## src/rtl/dmem_pkg.sv

```systemverilog
// dmem_pkg: DMCtrl encodings, fault codes, FSM states and lane helpers shared by the data-memory access unit
package dmem_pkg;
  localparam logic [2:0] DM_B  = 3'b000;
  localparam logic [2:0] DM_H  = 3'b001;
  localparam logic [2:0] DM_W  = 3'b010;
  localparam logic [2:0] DM_BU = 3'b100;
  localparam logic [2:0] DM_HU = 3'b101;
  localparam logic [1:0] FLT_NONE     = 2'b00;
  localparam logic [1:0] FLT_MISALIGN = 2'b01;
  localparam logic [1:0] FLT_ILLEGAL  = 2'b10;
  localparam logic [1:0] FLT_TIMEOUT  = 2'b11;
  typedef enum logic [1:0] {IDLE, MEM_REQ, MEM_WAIT, RESP} state_t;
  function automatic logic [3:0] be_of(input logic [2:0] ctrl, input logic [1:0] off);
    return ctrl[1] ? 4'b1111 : ctrl[0] ? 4'b0011 << off : 4'b0001 << off;
  endfunction
  function automatic logic [31:0] wdata_of(input logic [2:0] ctrl, input logic [31:0] wd);
    return ctrl[1] ? wd : ctrl[0] ? {2{wd[15:0]}} : {4{wd[7:0]}};
  endfunction
endpackage

```

## src/rtl/dmem_load_align.sv

```systemverilog
// dmem_load_align: extracts the addressed byte/halfword from a read word and sign/zero-extends by DMCtrl (rdata, off, ctrl -> data)
module dmem_load_align
  import dmem_pkg::*;
(
  input  logic [31:0] rdata,
  input  logic [1:0]  off,
  input  logic [2:0]  ctrl,
  output logic [31:0] data
);
  logic [7:0]  b;
  logic [15:0] h;
  always_comb begin
    b = rdata[8*off +: 8];
    h = rdata[16*off[1] +: 16];
    data = ctrl[1] ? rdata :
           ctrl[0] ? {{16{h[15] & ~ctrl[2]}}, h} : {{24{b[7] & ~ctrl[2]}}, b};
  end
endmodule

```

## src/rtl/dmem_access_unit.sv

```systemverilog
// dmem_access_unit: turns one DMWr/DMRd/DMCtrl core request into a word-aligned memory transaction with byte enables, load extension and misalign/illegal/timeout faults
module dmem_access_unit
  import dmem_pkg::*;
#(
  parameter int TIMEOUT_CYCLES = 16,
  parameter int ADDR_W = 32
) (
  input  logic              clk,
  input  logic              rst_n,
  input  logic              Req,
  input  logic              DMWr,
  input  logic              DMRd,
  input  logic [2:0]        DMCtrl,
  input  logic [ADDR_W-1:0] Addr,
  input  logic [31:0]       WrData,
  output logic              Busy,
  output logic              Done,
  output logic [31:0]       RdData,
  output logic              Fault,
  output logic [1:0]        FaultCode,
  output logic              MemReq,
  output logic              MemWe,
  output logic [ADDR_W-1:0] MemAddr,
  output logic [3:0]        MemBe,
  output logic [31:0]       MemWData,
  input  logic              MemGnt,
  input  logic              MemRValid,
  input  logic [31:0]       MemRData
);
  localparam int CW = $clog2(TIMEOUT_CYCLES + 1);
  localparam logic [CW-1:0] LAST = CW'(TIMEOUT_CYCLES - 1);
  state_t state;
  logic [2:0] ctrl_q;
  logic [1:0] off_q;
  logic [CW-1:0] cnt;
  logic [31:0] ld_data;
  logic bad_ctrl, misalign;
  logic [1:0] flt;
  always_comb begin
    bad_ctrl = (DMWr & DMRd) | (DMCtrl == 3'b011) | (DMCtrl[2:1] == 2'b11) | (DMWr & DMCtrl[2]);
    misalign = (DMCtrl[1:0] == 2'b01 & Addr[0]) | (DMCtrl == DM_W & Addr[1:0] != 2'b00);
    flt = bad_ctrl ? FLT_ILLEGAL : misalign ? FLT_MISALIGN : FLT_NONE;
  end
  dmem_load_align u_align (
    .rdata(MemRData),
    .off  (off_q),
    .ctrl (ctrl_q),
    .data (ld_data)
  );
  always_ff @(posedge clk or negedge rst_n) begin
    if (!rst_n) begin
      state <= IDLE;
      Busy <= 1'b0;
      Done <= 1'b0;
      RdData <= '0;
      Fault <= 1'b0;
      FaultCode <= FLT_NONE;
      MemReq <= 1'b0;
      MemWe <= 1'b0;
      MemAddr <= '0;
      MemBe <= '0;
      MemWData <= '0;
      ctrl_q <= '0;
      off_q <= '0;
      cnt <= '0;
    end else begin
      case (state)
        IDLE: if (Req && (DMWr || DMRd)) begin
          Busy <= 1'b1;
          ctrl_q <= DMCtrl;
          off_q <= Addr[1:0];
          cnt <= '0;
          if (flt != FLT_NONE) begin
            state <= RESP;
            Done <= 1'b1;
            Fault <= 1'b1;
            FaultCode <= flt;
            RdData <= '0;
          end else begin
            state <= MEM_REQ;
            MemReq <= 1'b1;
            MemWe <= DMWr;
            MemAddr <= {Addr[ADDR_W-1:2], 2'b00};
            MemBe <= be_of(DMCtrl, Addr[1:0]);
            MemWData <= wdata_of(DMCtrl, WrData);
          end
        end
        MEM_REQ: if (MemGnt) begin
          MemReq <= 1'b0;
          cnt <= '0;
          state <= MemWe ? RESP : MEM_WAIT;
          Done <= MemWe;
          Fault <= 1'b0;
          FaultCode <= FLT_NONE;
          RdData <= '0;
        end else if (cnt == LAST) begin
          MemReq <= 1'b0;
          state <= RESP;
          Done <= 1'b1;
          Fault <= 1'b1;
          FaultCode <= FLT_TIMEOUT;
          RdData <= '0;
        end else begin
          cnt <= cnt + 1'b1;
        end
        MEM_WAIT: if (MemRValid) begin
          state <= RESP;
          Done <= 1'b1;
          Fault <= 1'b0;
          FaultCode <= FLT_NONE;
          RdData <= ld_data;
        end else if (cnt == LAST) begin
          state <= RESP;
          Done <= 1'b1;
          Fault <= 1'b1;
          FaultCode <= FLT_TIMEOUT;
          RdData <= '0;
        end else begin
          cnt <= cnt + 1'b1;
        end
        default: begin
          state <= IDLE;
          Done <= 1'b0;
          Busy <= 1'b0;
        end
      endcase
    end
  end
endmodule

```

## config.mk

```make
export PLATFORM = sky130hd
export DESIGN_NAME = dmem_access_unit
export DESIGN_NICKNAME = d
export VERILOG_FILES = /design/src/rtl/dmem_pkg.sv /design/src/rtl/dmem_load_align.sv /design/src/rtl/dmem_access_unit.sv
export SDC_FILE = /design/constraint.sdc
export NUM_CORES = 1
export LEC_CHECK = 0
export CORE_MARGIN = 4
export CORE_UTILIZATION = 40
export CTS_BUF_LIST = sky130_fd_sc_hd__clkbuf_2
export CTS_CLUSTER_SIZE = 20
export DETAILED_ROUTE_END_ITERATION = 10
export GPL_ROUTABILITY_DRIVEN = 1
export PLACE_DENSITY_LB_ADDON = 0.12
export SLEW_MARGIN = 40
export SYNTH_ARGS = -nofsm -noshare
export SYNTH_HDL_FRONTEND = slang
export SYNTH_SLANG_ARGS = --single-unit
```

## constraint.sdc

```tcl
create_clock -name clk -period 5.2 [get_ports clk]
set_input_delay 1.04 -clock clk [delete_from_list [all_inputs] [get_ports clk]]
set_output_delay 1.04 -clock clk [all_outputs]
set_load 0.005 [all_outputs]
```

# After elaboration in Yosys (flattened, before gate mapping)
# Cells that the tools add are included.
[totals]
reg_bits = 117
in_bits = 106
output_inout_bits = 107
word_cells = 108
[op_classes]
n_addsub = 1
n_eq_ne = 12
shifts = 4
muxes = 49
bitwise = 13
reduce_logical = 15
[ops]
columns = ["op", "count"]
rows = [
  ["$mux W32", 9],
  ["$pmux W32 S3", 1],
  ["$shiftx A32 B6 Y16", 1],
  ["$shiftx A32 B6 Y8", 1],
  ["$mux W2", 11],
  ["$mux W5", 4],
  ["$mux W1", 15],
  ["$pmux W5 S3", 1],
  ["$pmux W2 S3", 2],
  ["$reduce_and A3 Y1", 3],
  ["$mux W4", 2],
  ["$ne A2 B2 Y1 const B", 4],
  ["$and A1 B1 Y1", 6],
  ["$eq A3 B2 Y1 const B", 2],
  ["$pmux W1 S3", 2],
  ["$reduce_and A2 Y1", 3],
  ["$reduce_bool A2 Y1", 3],
  ["$add A5 B1 Y5 const B", 1],
  ["$eq A5 B4 Y1 const B", 1],
  ["$eq A2 B1 Y1 const B", 2],
  ["$eq A2 B2 Y1 const B", 2],
  ["$or A1 B1 Y1", 4],
  ["$pmux W1 S2", 2],
  ["$reduce_and A4 Y1", 1],
  ["other kinds (9)", 11],
]

# Depth between registers and ports, before layout
# Gate-level depths: netlist of the first run.
[logic_depth]
ltp_word = 9
depth_mapped = 8
ltp_nobuf = 7

# By module
# A second synthesis of the first run with hierarchy kept.
[hier_totals]
cells_unflattened = 521
hier_area_um2 = 5856.9
[modules_own_cells]
columns = ["mod", "n_inst", "cells_each", "area_per_inst_um2"]
rows = [
  ["dmem_access_unit", 1, 423, 5114.9],
  ["dmem_load_align", 1, 98, 742.0],
]

# Worst setup path before layout of the first run
# No wires, ideal clock.
[synth_path]
kind = "input to register"
startpoint = "in DMCtrl[0]"
endpoint = "reg MemAddr[11]"
arrival_time_ns = 2.283
path_slack_ns = 2.792
stages = 7
path_buffers = 3
path_cell_list = "buf_2 o21ai_4 and4_4 nand3_2 buf_6 buf_6 mux2_4"
[synth_between]
elab_chain_cells = 8
elab_cells_between_ends = 14
[synth_lines]
columns = ["item", "line_no", "rtl"]
rows = [
  ["from (decl)", "dmem_access_unit.sv:13", "input logic [2:0] DMCtrl,"],
  ["$eq A3 B2 Y1 (tied with other cells)", "dmem_access_unit.sv:41", "misalign = (DMCtrl[1:0] == 2'b01 & Addr[0]) | (DMCtrl == DM_W & Addr[1:0] != 2'b00);"],
  ["$and A1 B1 Y1 / $or A1 B1 Y1 (equally long branches)", "dmem_access_unit.sv:41, dmem_access_unit.sv:40", ""],
  ["$or A1 B1 Y1, on equally long branches", "dmem_access_unit.sv:41, dmem_access_unit.sv:40", ""],
  ["$mux W1 / $or A1 B1 Y1 (equally long branches)", "dmem_access_unit.sv:42, dmem_access_unit.sv:40", ""],
  ["$mux W2 *", "dmem_access_unit.sv:42", "flt = bad_ctrl ? FLT_ILLEGAL : misalign ? FLT_MISALIGN : FLT_NONE;"],
  ["$reduce_bool A2 Y1 *", "dmem_access_unit.sv:73", "if (flt != FLT_NONE) begin"],
  ["$not A1 Y1 (no line) *", "n/a", ""],
  ["$reduce_and A3 Y1 (no line) *", "n/a", ""],
  ["to (signal assigned)", "dmem_access_unit.sv:83", "MemAddr <= {Addr[ADDR_W-1:2], 2'b00};"],
  ["to (decl)", "dmem_access_unit.sv:23", "output logic [ADDR_W-1:0] MemAddr,"],
]
# Every way passes the cells marked *; elsewhere a longest branch is shown, timed or not.
# A chain may end at the register's enable or synchronous reset.

# Final worst setup path of the first run
[layout_path]
startpoint = "in DMCtrl[0]"
endpoint = "reg MemAddr[18]"
# The elaborated chain is that of the path after synthesis.

==> results_dict.tcl, run 1 <==
set metrics [dict create \
    grt.total_usage 0.2043 \
    ys_ff_latch 117 \
    h-tree-depth 4 \
    crit_start "DMCtrl[0]" \
    initialDrtViolationCount 311 \
    post_drt_via_cell_ratio 5.339 \
    vias 4949 \
    power_mw 4.520 \
    cts.repair.resized 0 \
    hold_ws_ps 352.3 \
    outcome "finished clean" \
    hold_violations 0 \
    antenna_found_initial 1 \
    worstSkewPairLatency_ps 690 \
    grt-ovfl-total 0 \
    cts_buffers 17 \
    gp_congestion 0.8698 \
    post-cts-setup-buffer-count 0 \
    maxCapViolCount 0 \
    synth_ff_type "dfrtp_1" \
    critPathMaxFanout 64 \
    syn_avg_cell_area_sq_um 10.88 \
    crit_required_ps 5760 \
    io_pins 213 \
    cts_buffer_depth 2 \
    ir_drop_uv 303.1 \
    drc 0 \
    start_kind "primary input" \
    grt_max_degree 84 \
    die_x_microns 128.6 \
    synthCells 535 \
    leakagePower_nw 3.652 \
    worst_slew_pin_slew_ps 820.1 \
    crit_path_max_incr_delay_ps 810 \
    fin_crit_ps 3333 \
    ant_nets 0 \
    yosys.cell_types.count 54 \
    postCtsHoldBufs 0 \
    r2r_start "state[0]" \
    cp_slowest_cell "clkdlybuf4s50_1" \
    drive_gt1_frac 0.1233 \
    syn_to_final_growth_pct 42.14 \
    endpoint_kind "flip-flop" \
    report.final.slew_viol_count 0 \
    num-fill-cells 1217 \
    min_path_type "in -> async" \
    setup_viol 0 \
    cp_cell_sequence "clkdlybuf4s50_1 -> o21ai_4 -> and4_4 -> nand3_4 -> buf_4 -> mux2_4" \
    cp.arrival_ps 3890 \
    yosysTopAreaCell "dfrtp_1" \
    fin_tns_setup_ps 0 \
    layout.nets 845 \
    post-route-util 0.5891 \
    synth.most_common_cell "dfrtp_1" \
    fp.dieH_microns 128.6 \
    yosysTopAreaCellShare 0.5031 \
    rsz0062_at_grt "false" \
    synthTopCellsByArea "dfrtp_1 (50%), mux2_2 (6.2%), mux2i_1 (5.7%)" \
    clk_pin_slew_ps 170 \
    crit_family "buffers and inverters" \
    numPortBuffers 210 \
    cts_root_buf "clkbuf_2" \
    period_share 0.6410 \
    hpwl_microns 12160 \
    grt_first_pass_wirelength_microns 26730 \
    finClkSkew_ps 31.90 \
    crit_buf_inv 2 \
    syn_area_sq_mm 0.005819 \
    async_reset_ff_frac 1.000 \
    core_area_sq_mm 0.01404 \
    die_area_sq_mm 0.01654 \
    power_density_mw_per_mm2 546.4 \
    first_pass_iters 4 \
    cts_tree "built" \
    relSlewSlack 0.4486 \
    routed_wl_microns 16720 \
    synth_edf_count 0 \
    ys_warn_count 0 \
    grt_pass1_vias 5135 \
    crit_type "in -> reg" \
    synth.yosys.seq_area_share 0.5031 \
    synth_common_cells "dfrtp_1 (117), nand2_1 (54), o21ai_0 (39)" \
    clock-sinks 117 \
    placementRows 43 \
    routedWlPerCell_microns 18.03 \
    clock.fmax_mhz 300.0 \
    start_util 0.4144 \
]
-- per-layer routing --
| layer | global-route usage | vias up | wire (microns) |
|---|---|---|---|
| met4 | 0.04941 | 0 | 206 |
| met2 | 0.3331 | 167 | 8143 |
| met5 | 0 | - | 0 |
| met1 | 0.2465 | 2435 | 6709 |
| met3 | 0.09672 | 15 | 1656 |
| li1 | - | 2332 | - |
-- metrics by stage --
stage	cell area (sq um)	std cells	setup WS [ps]
2_1_floorplan	5823	536	2792
3_3_place_gp	7988	894	1237
3_5_place_dp	7995	894	1180
4_1_cts	8253	926	1946
5_1_grt	8272	927	1767
6_report	8272	927	1867
-- kinds of logic (layout without fill, tap and decap cells) --
group / count (synthesis) / in the layout / synth area share
DFF: 117 / 117 / 0.5031
muxes: 79 / 79 / 0.1548
other: 1 / 3 / 0.0006444
AOI/OAI and AO/OA: 151 / 151 / 0.1785
buffers and inverters: 45 / 255 / 0.03913
and+or+nand+nor: 136 / 136 / 0.1109
adders and majority gates: 6 / 6 / 0.01290
-- sequential cells by signal (all words and copies together) (netlist names) --
name	count
state	2
MemReq	1
Fault	1
MemWData	32
off_q	2
FaultCode	2
MemAddr	30
RdData	32
cnt	5
Done	1
Busy	1
ctrl_q	3
MemBe	4
MemWe	1
-- worst paths after layout --
path | end | slack, ps | cells after the start
worst max-delay path | MemAddr[18] | 1870 | 6
worst min-delay path | Busy | 350 | 1
worst max register to register | MemAddr[18] | 2550 | 5
worst min register to register | MemWData[28] | 500 | 2
max in group asynchronous | MemWData[24] | 3870 | 2
min in group clk | MemWData[28] | 500 | 2
-- final cells by class --
type	count	area, sq um	share of cell area
Timing Repair Buffer	213	2128	0.2573
Multi-Input combinational cell	374	2691	0.3254
Tap cell	180	225.2	0.02723
Sequential cell	117	2929	0.3541
Clock buffer	19	95.09	0.01150
Inverter	10	37.54	0.004538
Antenna cell	1	2.502	0.0003025
Clock inverter	13	162.7	0.01966
-- report_power, final --
group          internal (mW)  leakage [nW]  total, mW  switching (mW)
clock                  0.310         0.158      0.656           0.346
sequential              1.33          1.51       1.66           0.336
combinational           1.27          1.99       2.20           0.925
-- placed cells by master (no fill, tap or decap), types with 3 or more instances in the layout --
cell type	count
o22ai_1	7
a31o_2	3
a22o_1	16
inv_1	10
mux2i_1	33
buf_4	3
and2_1	3
mux2_4	14
nor2_1	33
a31oi_1	10
a211o_1	6
o221ai_1	3
nand2_1	54
a2bb2oi_1	6
clkbuf_2	19
o2bb2ai_1	11
dfrtp_1	116
nand3_1	3
clkinv_2	4
a32oi_1	4
a21oi_1	29
nor3_1	3
o22a_1	3
ha_1	6
o21ai_0	39
nand2b_1	20
clkinv_1	4
nor3b_1	5
bufinv_16	4
mux2_2	32
clkdlybuf4s50_1	209
-- worst register-to-register path, stage by stage, from the launching register on --
cell and delay (ps):
dfrtp_1 450, inv_1 120, ha_1 450, nand3_4 620, buf_4 550, mux2_4 350
No activity file was read; power rests on OpenSTA's default activity.
==> run 2: changes to the inputs <==
clock period = 3.1 ns   (was 5.2 ns; I/O delays follow)
==> run 2 against run 1 <==
Effect of this change: worst setup slack lost 1200 ps; non-clock buffer count grew 9; final cell count grew 0.86%; critical endpoint is now RdData[8]; largest cell class unchanged.
==> results_dict.tcl, run 2 (synthesis results as in run 1) <==
set metrics [dict create \
    crit_type "reg -> reg" \
    routed_wl_microns 16970 \
    first_pass_iters 5 \
    maxCapViolCount 0 \
    cp.arrival_ps 3020 \
    period_share 0.7877 \
    cts_tree "built" \
    fp.dieH_microns 128.6 \
    power_density_mw_per_mm2 902.3 \
    cp_slowest_cell "ha_1" \
    holdPathEnd "MemWData[25]" \
    endpoint_kind "flip-flop" \
    crit_required_ps 3680 \
    fin_crit_ps 2442 \
    worstSkewPairLatency_ps 680 \
    io_pins 213 \
    cts_root_buf "clkbuf_2" \
    h-tree-depth 4 \
    power_mw 7.516 \
    antenna_found_initial 0 \
    r2r_start "state[0]" \
    layout_common_cells "clkdlybuf4s50_1 (209), dfrtp_1 (117), nand2_1 (54), o21ai_0 (39), nor2_1 (34)" \
    grt.total_usage 0.2106 \
    placementRows 43 \
    critPathMaxFanout 13 \
    setup_viol 0 \
    finClkSkew_ps 22.51 \
    outcome "finished clean" \
    cts_buffer_depth 2 \
    hold_path.startpoint "MemWData[25]" \
    cp_cell_sequence "inv_1 -> ha_1 -> inv_1 -> nor2_1 -> a211o_1 -> nor3b_1 -> a211o_1" \
    grt_pass1_vias 5303 \
    ant_nets 0 \
    r2r_cells 7 \
    vias 4892 \
    rsz0062_at_grt "false" \
    layout.nets 854 \
    drc 0 \
    hold_depth 2 \
    reg2reg_to "RdData[8]" \
    report.final.slew_viol_count 0 \
    min_path_type "reg -> reg" \
    cts_buffers 17 \
    ir_drop_uv 419.4 \
    crit_path_max_incr_delay_ps 490 \
    hold_violations 0 \
    layout.cells.most_common "clkdlybuf4s50_1" \
    start_kind "flip-flop" \
    grt_max_degree 68 \
    syn_to_final_growth_pct 43.13 \
    worst_slew_pin_slew_ps 795.4 \
    start_util 0.4144 \
    fin_tns_setup_ps 0 \
    gp_congestion 0.7985 \
    drive_gt1_frac 0.1285 \
    diodes 0 \
    grt_first_pass_wirelength_microns 27390 \
    grt-ovfl-total 0 \
    clk_pin_slew_ps 170 \
    clock-sinks 117 \
    die_x_microns 128.6 \
    die_area_sq_mm 0.01654 \
    core_area_sq_mm 0.01404 \
    top_regs "MemWData: 32 flops, RdData: 32 flops, MemAddr: 30 flops" \
    initialDrtViolationCount 235 \
    leakagePower_nw 3.703 \
    routedWlPerCell_microns 18.14 \
    numPortBuffers 210 \
    post-cts-setup-buffer-count 0 \
    reg2reg_slack_ps 660 \
    hpwl_microns 12650 \
    clock.fmax_mhz 409.5 \
    cts.repair.resized 0 \
    post_drt_via_cell_ratio 5.232 \
    relSlewSlack 0.4652 \
]
==> run 2: metrics by stage <==
step | instances | setup WS [ps] | area [sq um] | hold WS, ps | util
global placement | 902 | 420.8 | 8085 | 462.8 | 0.5758
global route | 935 | 453.9 | 8329 | 432.2 | 0.5932
CTS | 935 | 673.6 | 8329 | 457.6 | 0.5932
floorplan | 536 | 1112 | 5823 | 324.4 | -
detailed placement | 902 | 344.2 | 8085 | 473.4 | 0.5758
finish | 935 | 658.1 | 8329 | 501.9 | 0.5932
==> run 2: repair_timing <==
action,4_1_cts,5_1_grt
endpoints found under the setup margin,0,0
endpoints found under the hold margin,50,0
hold buffers,1,0
==> run 2: metal layers <==
layer,track usage,up-vias,wire (microns)
li1,-,2345,-
met1,0.2477,2362,6753
met2,0.3500,161,8348
met3,0.09257,24,1606
met4,0.06300,0,257
met5,0,-,0
==> run 2: power breakdown <==
part           leakage, nW  switching [mW]  internal, mW
clock                0.151           0.576         0.440
sequential            1.51           0.495          2.23
combinational         2.04            1.61          2.17
total                 3.70            2.68          4.84
==> run 2: layout make-up <==
cell class | instances | area, sq um
clock buffers | 19 | 95.09
clock inverters | 13 | 138.9
fillers | 1195 | 5713
inverters | 10 | 37.54
multi-input cells | 374 | 2675
flip-flops and latches | 117 | 2928
well taps | 180 | 225.2
repair buffers | 222 | 2230
==> run 2: worst max-delay path by stage <==
stage                   start     endpoint  cells past startpoint
finish               state[0]    RdData[8]                      7
global route         state[0]    RdData[9]                      7
CTS                  state[0]   RdData[26]                      6
detailed placement  DMCtrl[0]   RdData[21]                      6
global placement    MemRValid   RdData[28]                      5
floorplan           DMCtrl[0]  MemAddr[11]                      7
==> run 2: critical path, delay by kind of cell, from the launching register on <==
family                   cells  cell delay, ps
AO/OA/AOI/OAI                2             540
AND/OR/NAND/NOR              2             520
adder cells (fa/ha/maj)      1             490
flip-flops                   1             440
buffers and inverters        2             360
==> patch (settings of run 2) <==
Reset style: synchronous (`rst_n`), changed in one clocked block.
--- a/src/rtl/dmem_access_unit.sv
+++ b/src/rtl/dmem_access_unit.sv
@@ -47,7 +47,7 @@
     .ctrl (ctrl_q),
     .data (ld_data)
   );
-  always_ff @(posedge clk or negedge rst_n) begin
+  always_ff @(posedge clk) begin
     if (!rst_n) begin
       state <= IDLE;
       Busy <= 1'b0;
Formal check against the unedited RTL: differs if rst_n is asserted again (counterexample within 4 cycles, from zero or initial values and one cycle with rst_n low); with rst_n held inactive, the same outputs for 4 cycles.
==> patch against run 2 <==
  * Setup slack improved by 0.21 ns
  * Sequential cell count did not move
  * Area after synthesis fell by 7.7%
  * Design area is 6.1% lower
  * Worst hold slack got worse by 0.037 ns
  * Wire length is 1.4% lower
Power is not compared: it rests on default switching activity, and its combinational part moved more than twofold at a synthesized area within 25%.
==> patch: results (changes against run 2) <==
status: completed (unchanged)
Non-Filler Instances: 1024 (was 935)
WL met1: 6870 µm (was 6750 µm)
Worst-Margin Slew: 0.667 ns (was 0.795 ns)
Routed met2 length: 8030 µm (was 8350 µm)
Routed WL per cell: 16.3 µm (was 18.1 µm)
Synth Instances: 643 (was 535)
met2 Use GR: 34.6% (was 35.0%)
vias in the first global route: 5187 (was 5303)
Final WS setup: 0.865 ns (was 0.658 ns)
Fin Hold WS: 0.465 ns (was 0.502 ns)
Critical Path AT: 2.82 ns (was 3.02 ns)
area grow syn2layout: 45.7% (was 43.1%)
pin count of the biggest net entering global routing: 90 (was 68)
Met3 Wirelength: 1560 µm (was 1610 µm)
GRT met1 Usage: 25.7% (was 24.8%)
Pre-antenna DRT Iters: 4 (was 5)
worst setup path endpoint: RdData[26] (was RdData[8])
Synth cell types: 56 (was 54)
Final GP Congestion: 0.864 (was 0.799)
Most used DFF post-synth: dfxtp_1 (was dfrtp_1)
clock skew: 0.0349 ns (was 0.0225 ns)
hold path start: RdData[4] (was MemWData[25])
DP Cell Count: 992 (was 902)
hold worst-path end: RdData[4] (was MemWData[25])
Crit-path slowest cell: dfxtp_1 (was ha_1)
final net count: 947 (was 854)
Place WS: 0.311 ns (was 0.344 ns)
Synth Area in Adders: 1.40% (was 1.29%)
met3 usage: 9.63% (was 9.26%)
Worst Reg-to-Reg Cells: 6 (was 7)
reg-to-reg setup timing slack: 0.86 ns (was 0.66 ns)
slowest stage delay, CP: 0.45 ns (was 0.49 ns)
first-pass GRT wire length: 25800 µm (was 27400 µm)
1st-iter DRT viols: 320 (was 235)
via/cell ratio: 5.27 (was 5.23)
Placement Cell Area: 7600 µm² (was 8090 µm²)
crit-path leading delay family: simple AND/OR/NAND/NOR gates (was compound AO/OA/AOI/OAI gates)
Synth area leaders: dfxtp_1 44%, a21oi_1 7.2%, nand2_1 6.9% (was dfrtp_1 50%, mux2_2 6.2%, mux2i_1 5.7%)
post-synthesis compound-gate area fraction: 22.8% (was 17.8%)
patch: cell count changes in the layout (fill, tap and decap cells not counted), sizes merged, moves of 22 or more:
cell	run 2	this run
a21oi	29	78
dfrtp	117	0
dfxtp	0	117
mux2	46	7
nand2	54	98
nor2	35	58
nor2b	2	44
nor3	3	25
o21ai	43	19
patch: area by class of cell:
class | count | share of cell area [%]
Timing Repair Buffer | 219 | 28.2
Tap cell | 176 | 2.82
Clock buffer | 21 | 1.34
Inverter | 8 | 0.384
Multi-Input combinational cell | 472 | 35.9
Sequential cell | 117 | 30.0
Clock inverter | 11 | 1.41
patch: kinds of logic (layout without fill, tap and decap cells):
| logic type | count (synthesis) | count (layout) |
|---|---|---|
| simple gates | 254 | 254 |
| compound gates | 184 | 184 |
| flops | 117 | 117 |
| buf+inv | 55 | 259 |
| mux | 26 | 26 |
| fa+ha+maj | 6 | 6 |
| other cells | 1 | 2 |
